===== src/rtl/ysyx_22041412_csr_req_pkg.sv =====
// Shared definitions for the EXU-side CSR request initiator: CSR addresses,
// responder index codes, func3 op codes and the sequencer state encoding.
package ysyx_22041412_csr_pkg;

    localparam logic [11:0] CSR_MSTATUS = 12'h300;
    localparam logic [11:0] CSR_MTVEC   = 12'h305;
    localparam logic [11:0] CSR_MEPC    = 12'h341;
    localparam logic [11:0] CSR_MCAUSE  = 12'h342;

    localparam logic [2:0] IDX_MRET    = 3'd0;
    localparam logic [2:0] IDX_ECALL   = 3'd1;
    localparam logic [2:0] IDX_MSTATUS = 3'd2;
    localparam logic [2:0] IDX_MTVEC   = 3'd3;
    localparam logic [2:0] IDX_MEPC    = 3'd4;
    localparam logic [2:0] IDX_MCAUSE  = 3'd5;

    typedef enum logic [2:0] {
        F3_SYSTEM = 3'b000,
        F3_CSRRW  = 3'b001,
        F3_CSRRS  = 3'b010,
        F3_CSRRC  = 3'b011,
        F3_CSRRWI = 3'b101,
        F3_CSRRSI = 3'b110,
        F3_CSRRCI = 3'b111
    } csr_f3_e;

    typedef enum logic [2:0] {
        S_IDLE,
        S_RD,
        S_WR,
        S_TRAP,
        S_DONE
    } state_t;

    // The immediate forms carry a 5-bit zero-extended uimm in the rs1 field.
    function automatic logic f3_is_imm(input logic [2:0] f3);
        return f3[2];
    endfunction

endpackage


===== src/rtl/ysyx_22041412_csr_req_if.sv =====
// Request bus between the EXU CSR initiator (master) and the CSR responder (slave).
interface ysyx_22041412_csr_req_if #(
    parameter int XLEN = 64
);
    logic            en;
    logic            valid;
    logic [XLEN-1:0] pc;
    logic [2:0]      addr;
    logic [2:0]      func3;
    logic [XLEN-1:0] wdata;
    logic [XLEN-1:0] rdata;
    logic            ready;

    modport master (
        output en, valid, pc, addr, func3, wdata,
        input  rdata, ready
    );

    modport slave (
        input  en, valid, pc, addr, func3, wdata,
        output rdata, ready
    );
endinterface


===== src/rtl/ysyx_22041412_csr_req_amap.sv =====
// Combinational decode of a 12-bit machine CSR address into the responder's
// 3-bit index, with a flag saying whether the address is implemented.
module ysyx_22041412_csr_amap
    import ysyx_22041412_csr_pkg::*;
(
    input  logic [11:0] i_csr,
    output logic [2:0]  o_idx,
    output logic        o_legal
);

    always_comb begin
        // NOTE: defaults first so every path assigns both outputs and no latch is inferred.
        o_idx   = IDX_MRET;
        o_legal = 1'b0;
        case (i_csr)
            CSR_MSTATUS: begin o_idx = IDX_MSTATUS; o_legal = 1'b1; end
            CSR_MTVEC:   begin o_idx = IDX_MTVEC;   o_legal = 1'b1; end
            CSR_MEPC:    begin o_idx = IDX_MEPC;    o_legal = 1'b1; end
            CSR_MCAUSE:  begin o_idx = IDX_MCAUSE;  o_legal = 1'b1; end
            default:     ;
        endcase
    end

endmodule


===== src/rtl/ysyx_22041412_csr_req.sv =====
// EXU-side CSR request initiator: sequences the responder's read-then-write
// handshake for CSR ops, or a single trap request for ecall/mret, with timeout.
module ysyx_22041412_csr_req
    import ysyx_22041412_csr_pkg::*;
#(
    parameter int XLEN    = 64,
    parameter int TIMEOUT = 16
)(
    input  logic                    clk,
    input  logic                    rst,

    input  logic                    in_valid,
    output logic                    in_ready,
    input  logic [XLEN-1:0]         in_pc,
    input  logic [11:0]             in_csr,
    input  logic [2:0]              in_func3,
    input  logic                    in_mret,
    input  logic [4:0]              in_rs1,
    input  logic [XLEN-1:0]         in_rs1_val,
    input  logic [4:0]              in_rd,

    ysyx_22041412_csr_req_if.master csr,

    output logic                    out_valid,
    input  logic                    out_ready,
    output logic [4:0]              out_rd,
    output logic                    out_rd_we,
    output logic [XLEN-1:0]         out_rd_data,
    output logic                    out_redirect,
    output logic [XLEN-1:0]         out_redirect_pc,
    output logic                    out_err
);

    localparam logic [4:0] CNT_LIMIT = 5'(TIMEOUT - 1);

    state_t          r_state;
    logic            r_req;
    logic [XLEN-1:0] r_pc;
    logic [2:0]      r_addr;
    logic [2:0]      r_func3;
    logic [XLEN-1:0] r_wdata;
    logic [4:0]      r_cnt;
    logic            r_out_valid;
    logic [4:0]      r_rd;
    logic            r_rd_we;
    logic [XLEN-1:0] r_rd_data;
    logic            r_redirect;
    logic [XLEN-1:0] r_redirect_pc;
    logic            r_err;

    logic [2:0]      w_idx;
    logic            w_legal;
    logic            w_accept;
    logic            w_is_sys;
    logic            w_limit;
    logic [XLEN-1:0] w_operand;

    ysyx_22041412_csr_amap u_amap (
        .i_csr   (in_csr),
        .o_idx   (w_idx),
        .o_legal (w_legal)
    );

    // A ready still high from the previous request must not be mistaken for a new one.
    assign in_ready  = (r_state == S_IDLE) && !csr.ready && !rst;
    assign w_accept  = in_valid && in_ready;
    assign w_is_sys  = (in_func3 == F3_SYSTEM);
    assign w_limit   = (r_cnt == CNT_LIMIT);
    assign w_operand = f3_is_imm(in_func3) ? XLEN'(in_rs1) : in_rs1_val;

    always_ff @(posedge clk) begin
        // NOTE: non-blocking throughout so every branch reads the pre-edge state.
        if (rst) begin
            r_state       <= S_IDLE;
            r_req         <= 1'b0;
            r_pc          <= '0;
            r_addr        <= '0;
            r_func3       <= '0;
            r_wdata       <= '0;
            r_cnt         <= '0;
            r_out_valid   <= 1'b0;
            r_rd          <= '0;
            r_rd_we       <= 1'b0;
            r_rd_data     <= '0;
            r_redirect    <= 1'b0;
            r_redirect_pc <= '0;
            r_err         <= 1'b0;
        end else begin
            unique case (r_state)
                S_IDLE: begin
                    if (w_accept) begin
                        r_pc          <= in_pc;
                        r_addr        <= w_is_sys ? (in_mret ? IDX_MRET : IDX_ECALL) : w_idx;
                        r_func3       <= in_func3;
                        r_wdata       <= w_operand;
                        r_rd          <= in_rd;
                        r_cnt         <= '0;
                        r_rd_we       <= 1'b0;
                        r_rd_data     <= '0;
                        r_redirect    <= 1'b0;
                        r_redirect_pc <= '0;
                        r_err         <= 1'b0;
                        if (w_is_sys) begin
                            r_req   <= 1'b1;
                            r_state <= S_TRAP;
                        end else if (w_legal) begin
                            r_req   <= 1'b1;
                            r_state <= S_RD;
                        end else begin
                            r_err       <= 1'b1;
                            r_out_valid <= 1'b1;
                            r_state     <= S_DONE;
                        end
                    end
                end

                S_RD: begin
                    if (csr.ready) begin
                        r_rd_data <= csr.rdata;
                        r_state   <= S_WR;
                    end else if (w_limit) begin
                        r_req       <= 1'b0;
                        r_err       <= 1'b1;
                        r_out_valid <= 1'b1;
                        r_state     <= S_DONE;
                    end else begin
                        r_cnt <= r_cnt + 5'd1;
                    end
                end

                // The responder commits the write on the edge that ends this state.
                S_WR: begin
                    r_req       <= 1'b0;
                    r_rd_we     <= (r_rd != 5'd0);
                    r_out_valid <= 1'b1;
                    r_state     <= S_DONE;
                end

                S_TRAP: begin
                    if (csr.ready) begin
                        r_req         <= 1'b0;
                        r_redirect_pc <= csr.rdata;
                        r_redirect    <= 1'b1;
                        r_out_valid   <= 1'b1;
                        r_state       <= S_DONE;
                    end else if (w_limit) begin
                        r_req       <= 1'b0;
                        r_err       <= 1'b1;
                        r_out_valid <= 1'b1;
                        r_state     <= S_DONE;
                    end else begin
                        r_cnt <= r_cnt + 5'd1;
                    end
                end

                S_DONE: begin
                    if (out_ready) begin
                        r_out_valid <= 1'b0;
                        r_state     <= S_IDLE;
                    end
                end

                default: r_state <= S_IDLE;
            endcase
        end
    end

    assign csr.en          = r_req;
    assign csr.valid       = r_req;
    assign csr.pc          = r_pc;
    assign csr.addr        = r_addr;
    assign csr.func3       = r_func3;
    assign csr.wdata       = r_wdata;

    assign out_valid       = r_out_valid;
    assign out_rd          = r_rd;
    assign out_rd_we       = r_rd_we;
    assign out_rd_data     = r_rd_data;
    assign out_redirect    = r_redirect;
    assign out_redirect_pc = r_redirect_pc;
    assign out_err         = r_err;

endmodule


===== src/flat_wrapper.sv =====
// flat-port wrapper written by rule: the top's interface ports become plain ports
module ysyx_22041412_csr_req_flat import ysyx_22041412_csr_pkg::*;
#(
    parameter int XLEN    = 64,
    parameter int TIMEOUT = 16
)
  (clk, rst, in_valid, in_ready, in_pc, in_csr, in_func3, in_mret, in_rs1, in_rs1_val, in_rd, out_valid, out_ready, out_rd, out_rd_we, out_rd_data, out_redirect, out_redirect_pc, out_err, csr_en, csr_valid, csr_pc, csr_addr, csr_func3, csr_wdata, csr_rdata, csr_ready);
  ysyx_22041412_csr_req_if #(.XLEN(XLEN)) csr_i ();
  input  logic clk;
  input  logic rst;
  input  logic in_valid;
  output logic in_ready;
  input  logic [XLEN-1:0] in_pc;
  input  logic [11:0] in_csr;
  input  logic [2:0] in_func3;
  input  logic in_mret;
  input  logic [4:0] in_rs1;
  input  logic [XLEN-1:0] in_rs1_val;
  input  logic [4:0] in_rd;
  output logic out_valid;
  input  logic out_ready;
  output logic [4:0] out_rd;
  output logic out_rd_we;
  output logic [XLEN-1:0] out_rd_data;
  output logic out_redirect;
  output logic [XLEN-1:0] out_redirect_pc;
  output logic out_err;
  output wire logic [$bits(csr_i.en)-1:0] csr_en;
  output wire logic [$bits(csr_i.valid)-1:0] csr_valid;
  output wire logic [$bits(csr_i.pc)-1:0] csr_pc;
  output wire logic [$bits(csr_i.addr)-1:0] csr_addr;
  output wire logic [$bits(csr_i.func3)-1:0] csr_func3;
  output wire logic [$bits(csr_i.wdata)-1:0] csr_wdata;
  input wire logic [$bits(csr_i.rdata)-1:0] csr_rdata;
  input wire logic [$bits(csr_i.ready)-1:0] csr_ready;
  assign csr_en = csr_i.en;
  assign csr_valid = csr_i.valid;
  assign csr_pc = csr_i.pc;
  assign csr_addr = csr_i.addr;
  assign csr_func3 = csr_i.func3;
  assign csr_wdata = csr_i.wdata;
  assign csr_i.rdata = csr_rdata;
  assign csr_i.ready = csr_ready;
  ysyx_22041412_csr_req #(.XLEN(XLEN), .TIMEOUT(TIMEOUT)) u_core (.clk(clk), .rst(rst), .in_valid(in_valid), .in_ready(in_ready), .in_pc(in_pc), .in_csr(in_csr), .in_func3(in_func3), .in_mret(in_mret), .in_rs1(in_rs1), .in_rs1_val(in_rs1_val), .in_rd(in_rd), .csr(csr_i), .out_valid(out_valid), .out_ready(out_ready), .out_rd(out_rd), .out_rd_we(out_rd_we), .out_rd_data(out_rd_data), .out_redirect(out_redirect), .out_redirect_pc(out_redirect_pc), .out_err(out_err));
endmodule

===== config.mk =====
export PLATFORM = sky130hd
export DESIGN_NAME = ysyx_22041412_csr_req_flat
export DESIGN_NICKNAME = d
export VERILOG_FILES = /design/src/rtl/ysyx_22041412_csr_req_pkg.sv /design/src/rtl/ysyx_22041412_csr_req_if.sv /design/src/rtl/ysyx_22041412_csr_req_amap.sv /design/src/rtl/ysyx_22041412_csr_req.sv /design/src/flat_wrapper.sv
export SDC_FILE = /design/constraint.sdc
export NUM_CORES = 1
export LEC_CHECK = 0
export CORE_UTILIZATION = 23
export CTS_BUF_LIST = sky130_fd_sc_hd__clkbuf_4 sky130_fd_sc_hd__clkbuf_8 sky130_fd_sc_hd__clkbuf_16
export CTS_CLUSTER_SIZE = 20
export DETAILED_ROUTE_END_ITERATION = 10
export SLEW_MARGIN = 5
export SYNTH_ARGS = -nofsm -noshare
export SYNTH_HDL_FRONTEND = slang
export SYNTH_HIERARCHICAL = 1
export SYNTH_SLANG_ARGS = --single-unit
export TNS_END_PERCENT = 50

===== constraint.sdc =====
create_clock -name clk -period 2 [get_ports clk]
set_clock_uncertainty 0.15 [all_clocks]
set_input_delay 0.2 -clock clk [delete_from_list [all_inputs] [get_ports clk]]
set_output_delay 0.2 -clock clk [all_outputs]
set_load 0.01 [all_outputs]

==> results of run 1 <==
==> sequential cells by signal, summed over array words and instances (netlist names) <==
signal / flops
u_core/csr.addr: 3
u_core/csr.en: 1
u_core/csr.func3: 3
u_core/csr.pc: 64
u_core/csr.wdata: 64
u_core/out_err: 1
u_core/out_rd: 5
u_core/out_rd_data: 64
u_core/out_rd_we: 1
u_core/out_redirect: 1
u_core/out_redirect_pc: 64
u_core/out_valid: 1
u_core/r_cnt: 5
u_core/r_state: 3
==> worst max-delay path by stage <==
| stage | start | endpoint | slack [ns] |
|---|---|---|---|
| 6_report | rst | u_core/out_rd_data[43]$_SDFFE_PP0P_ | -0.03 |
| 5_1_grt | u_core/r_cnt[0]$_SDFFE_PP0P_ | u_core/r_cnt[3]$_SDFFE_PP0P_ | -0.06 |
| 3_5_place_dp | csr_ready | u_core/csr.pc[59]$_SDFFE_PP0P_ | -0.35 |
| 4_1_cts | u_core/r_state[2]$_SDFFE_PP0P_ | in_ready | -0.05 |
| 2_1_floorplan | u_core/r_cnt[0]$_SDFFE_PP0P_ | u_core/r_cnt[3]$_SDFFE_PP0P_ | 0.01 |
| 3_3_place_gp | csr_ready | u_core/csr.pc[59]$_SDFFE_PP0P_ | -0.28 |
==> metal layers <==
layer	share of wire	routed length, um	track usage	up-vias
met3	0.084	3353	0.05179	69
li1	-	-	-	5407
met4	0.025	1000	0.05728	0
met1	0.42	16650	0.1955	5132
met2	0.47	18890	0.2770	454
met5	0	0	0	-
==> report_power, final <==
group | switching, W | internal (W) | total, W
registers | 0.0000538 | 0.00567 | 0.00572
logic | 0.000578 | 0.000753 | 0.00133
clock network | 0.00252 | 0.00420 | 0.00672
total | 0.00315 | 0.0106 | 0.0138
==> worst min-delay path, stage by stage <==
cell and delay, ns:
clkdlybuf4s50_1 0.40, nand2_1 0.05, a21oi_1 0.05
==> timing repair <==
action | CTS | global route
setup buffers | 0 | 1
hold buffers | 2 | 0
endpoints found under the setup margin | 7 | 28
gates resized for setup | 7 | 9
pin swaps | 1 | 3
gates cloned | 0 | 1
endpoints found under the hold margin | 7 | 0
==> area by class of cell <==
class | count | area, um^2 | share of cell area
clock inverters | 15 | 198.9 | 0.01104
repair buffers | 574 | 5826 | 0.3234
well taps | 600 | 750.7 | 0.04167
multi-input cells | 900 | 4563 | 0.2533
inverters | 5 | 18.77 | 0.001042
flip-flops and latches | 280 | 5609 | 0.3114
clock buffers | 49 | 1049 | 0.05820
==> cells by family after synthesis <==
group | share of synthesized area
AND/OR/NAND/NOR | 0.2607
XOR/XNOR | 0.002487
buffers and inverters | 0.04772
AO/OA/AOI/OAI | 0.1492
adder cells (fa/ha/maj) | 0.003553
flip-flops | 0.5305
multiplexers | 0.005802
==> cell usage in the layout (no fill, tap or decap), types with 4 or more instances in the layout <==
cell and count:
a211oi_1 6, a21oi_1 206, buf_12 18, buf_4 55
bufinv_16 4, clkbuf_16 38, clkbuf_4 5, clkbuf_8 8
clkdlybuf4s50_1 492, clkinv_2 6, dfxtp_1 277, inv_1 4
mux2i_1 5, nand2_1 340, nand3_1 127, nand3_2 8
nand3b_1 60, nor2_1 21, nor3_1 4, o21ai_0 29
o21ai_1 38, o21ai_2 4
==> through the flow <==
step | cell area, um^2 | setup slack (ns) | power [W] | TNS, ns
CTS | 17950 | -0.05046 | 0.01401 | -0.05046
finish | 18010 | -0.02800 | 0.01377 | -0.03207
global placement | 16680 | -0.2760 | 0.007156 | -57.19
floorplan | 10610 | 0.01336 | 0.006264 | 0
detailed placement | 16680 | -0.3465 | 0.007166 | -65.02
global route | 18010 | -0.06159 | 0.01437 | -0.3331
==> run summary, run 1 <==
maxcap violations = 0
hold_sp = in_pc[61]
Post-synth EDFFs = 0
Seq cells post-synth = 280
buffers and inverters on the worst path = 3
Final #Nets = 2,022
Largest stage delay, worst path = 0.57 ns
row count = 78
R2R cell count = 5
area grow syn2layout = 70.49%
Post-synth top cells = 341 x nand2_1, 280 x dfxtp_1, 207 x a21oi_1
DRT Pass-1 Iters = 5
ANT cells = 0
run status = finished with violations
area leader, netlist = dfxtp_1
Setup CP Type = in2reg
WP data arrival = 2.27 ns
remaining antenna violation count = 0
root buf cell = clkbuf_16
Yosys cell types = 52
hold endpoint = u_core/csr.pc[61]$_SDFFE_PP0P_
die height = 216.3 um
worst hold path stage count = 3
startpoint types = primary input
DR vias = 11.06k
FF-to-FF End = u_core/out_rd_data[43]$_SDFFE_PP0P_
violated checks = negative setup slack
fin util = 0.3970
Avg Cell Area, Syn = 8.141 um^2
Crit. path cell count = 7
Tcrit/Tclk final = 1.014
Die Wd = 216.3 um
largest net degree at the start of global routing = 115
max-slew violations = 0
GR Overflow Total = 0
minimum clock period after layout = 2.028 ns
Setup WS post-layout = -0.02800 ns
io pins = 497
CTS tree = built
# setup viols final = 2
Post-Synthesis Cell Area = 0.01057 mm^2
clk_lat worst skew = 0.53 ns
Num Clock Sinks = 280
via/cell ratio = 4.565
cts bufs inserted = 35
Final GP Congestion = 0.8399
CP max stage cell = dlygate4sd3_1
final wirelength = 39.90 mm
# port buffers = 496
DRT iter0 DRCs = 572
Fmax achieved = 493.1 MHz
Min Hold Slack = 0.05978 ns
ys async rst share = 0
placed cell count = 2,355
clk buf depth = 3
Clock transition at path regs = 0.06 ns
Slew @ Worst Pin = 0.6968 ns
Rel. slew slack = 0.5355
share of layout cells above drive strength 1 = 0.09709
first-pass GRT wire length = 61.06 mm
top-area cell type share of the netlist area = 0.5305
htree depth = 2
core area = 0.04538 mm^2
Mapped Cells = 1,298
initial antenna violation count = 0
register area share after synthesis = 0.5305
Crit path required time = 2.24 ns
die area = 0.04680 mm^2
Worst Path Max Fanout = 50
Synth area leaders = dfxtp_1 53%, nand2_1 12%, a21oi_1 9.8%
static leakage = 6.019 nW
most frequent cell after synthesis = nand2_1
RSZ-0062 raised after global routing = yes
crit end category = flip-flop
vias in the first global route = 10.82k
CP delay by family, top = buffers and inverters
fillers = 4,569
wire per inst = 16.47 um
Total GRT Usage = 0.1643
DP HPWL = 28.47 mm
worst vdd ir = 0.6772 mV
pwr/cell area = 764.3 mW/mm^2
Initial Utilization = 0.2328
R2R Setup Slk = 0 ns
# DRC = 0
crit path cell chain = dlygate4sd3_1 > buf_6 > or4b_4 > a211o_4 > buf_12 > nand3_1 > o21ai_0
Reg2Reg Launch Point = u_core/r_state[0]$_SDFFE_PP0P_
Non-Filler Instances = 2,423
Post-Syn Nets = 1,524
top_reg_cell synth = dfxtp_1
Hold Violations, Final = 0
Min-Delay Path Class = in2reg
Ys Warns = 6
No activity file was read; power rests on OpenSTA's default activity.
==> run 2: changes to the inputs <==
--- a/config.mk
+++ b/config.mk
@@ -5,10 +5,11 @@
 export SDC_FILE = /design/constraint.sdc
 export NUM_CORES = 1
 export LEC_CHECK = 0
-export CORE_UTILIZATION = 23
+export CORE_AREA = 2 2 194 196
 export CTS_BUF_LIST = sky130_fd_sc_hd__clkbuf_4 sky130_fd_sc_hd__clkbuf_8 sky130_fd_sc_hd__clkbuf_16
 export CTS_CLUSTER_SIZE = 20
 export DETAILED_ROUTE_END_ITERATION = 10
+export DIE_AREA = 0 0 196 198
 export SLEW_MARGIN = 5
 export SYNTH_ARGS = -nofsm -noshare
 export SYNTH_HDL_FRONTEND = slang
==> run 2 against run 1 <==
Net effect:
- the flow still finishes with violations (negative setup slack)
- critical endpoint is now in_ready
- setup slack worse by 0.014 ns
- global-route usage up 2.3 points
- routed wire length up 0.93%
- largest power group is now registers
- die area is 17% lower
- final cell count decreased by 4.3%
- worst hold slack lost 0.025 ns
- flip-flop and latch count stayed put
- combinational power is 4% higher
- power decreased by 8.5%
- sequential share of layout area about the same
==> run summary, run 2 (same netlist as run 1, synthesis figures left out) <==
io pins = 497
Setup WS post-layout = -0.04210 ns
most frequent cells in the layout = 492 x clkdlybuf4s50_1, 340 x nand2_1, 277 x dfxtp_1
DR vias = 11.01k
largest net degree at the start of global routing = 97
Final GP Congestion = 0.7976
Initial Utilization = 0.2859
clk buf depth = 3
Setup CP Type = reg2out
WP data arrival = 1.69 ns
RSZ-0062 raised after global routing = yes
max-slew violations = 0
placed cell count = 2,233
Crit path required time = 1.65 ns
Num Clock Sinks = 280
crit end category = output port
vias in the first global route = 10.62k
Non-Filler Instances = 2,318
violated checks = negative setup slack
Total GRT Usage = 0.1876
cts bufs inserted = 31
Fmax achieved = 489.7 MHz
share of layout cells above drive strength 1 = 0.1052
# setup viols final = 7
initial antenna violation count = 0
run status = finished with violations
DRT Pass-1 Iters = 5
Worst Path Max Fanout = 3
row count = 71
htree depth = 1
DRT iter0 DRCs = 385
maxcap violations = 0
remaining antenna violation count = 0
core area = 0.03696 mm^2
root buf cell = clkbuf_16
ANT cells = 0
startpoint types = flip-flop
final wirelength = 40.27 mm
first-pass GRT wire length = 58.88 mm
Slew @ Worst Pin = 0.6532 ns
Min-Delay Path Class = in2reg
via/cell ratio = 4.751
# DRC = 0
Final #Nets = 2,047
die height = 198 um
# port buffers = 496
Setup WS pre-CTS = -0.3454 ns
die area = 0.03881 mm^2
most common cell after layout, fill and taps aside = clkdlybuf4s50_1
Clock transition at path regs = 0.06 ns
pwr/cell area = 699.9 mW/mm^2
worst vdd ir = 0.6268 mV
minimum clock period after layout = 2.042 ns
Rel. slew slack = 0.5645
static leakage = 6.084 nW
wire per inst = 17.37 um
Setup TNS Final = -0.1228 ns
Hold Violations, Final = 0
GR Overflow Total = 0
area grow syn2layout = 70.35%
Tcrit/Tclk final = 1.021
DP HPWL = 27.79 mm
clk_lat worst skew = 0.57 ns
fin util = 0.4871
CTS tree = built
Die Wd = 196 um
## run 2: layout make-up
cell class / count / area (um^2)
Multi-Input combinational cell: 900 / 4589
Clock buffer: 48 / 934.6
Inverter: 5 / 18.77
Fill cell: 3584 / 18960
Tap cell: 474 / 593.1
Timing Repair Buffer: 603 / 6211
Sequential cell: 280 / 5609
Clock inverter: 8 / 43.79
## run 2: metal layers
metal	vias up	track usage	wire [um]	share of wire
met2	383	0.3291	19520	0.48
met5	-	0	0	0
li1	5440	-	-	-
met1	5132	0.2240	16740	0.42
met4	0	0.04574	928	0.023
met3	58	0.05706	3076	0.076
## run 2: final timing paths
| kind | depth (start not counted) | slack (ns) | from | endpoint |
|---|---|---|---|---|
| max | 4 | -0.04 | u_core/r_state[0]$_SDFFE_PP0P_ | in_ready |
| min | 3 | 0.04 | in_pc[54] | u_core/csr.pc[54]$_SDFFE_PP0P_ |
| max reg2reg | 5 | -0.02 | u_core/r_state[0]$_SDFFE_PP0P_ | u_core/out_rd_data[45]$_SDFFE_PP0P_ |
| min reg2reg | 2 | 0.30 | u_core/csr.wdata[62]$_SDFFE_PP0P_ | u_core/csr.wdata[62]$_SDFFE_PP0P_ |
## run 2: critical path: stages (launching register included)
cell and delay (ns):
dfxtp_2 0.33, buf_6 0.11, or3_4 0.33, nor3_2 0.18
buf_2 0.16
## run 2: timing repair
action                     4_1_cts  5_1_grt
cloned                           0       10
hold buffers                    14        0
hold endpoints to repair        27        0
setup endpoints to repair       11      106
setup buffers                    0        5
resized for setup               11       28
pin swaps                        1       14
## run 2: report_power, final
group	switching [W]	internal, W	leakage, nW
registers	0.0000535	0.00567	2.26
clock network	0.00230	0.00320	0.505
logic	0.000589	0.000788	3.32
total	0.00295	0.00965	6.08
## run 2: stage by stage
step	instance area [um^2]	hold WS, ns	power (W)
after detailed placement	16500	0.2934	0.007132
after global routing	18000	0.01320	0.01313
after floorplan	10610	0.1646	0.006264
after global placement	16500	0.2887	0.007128
after CTS	17640	0.0004894	0.01273
final	18000	0.03515	0.01260
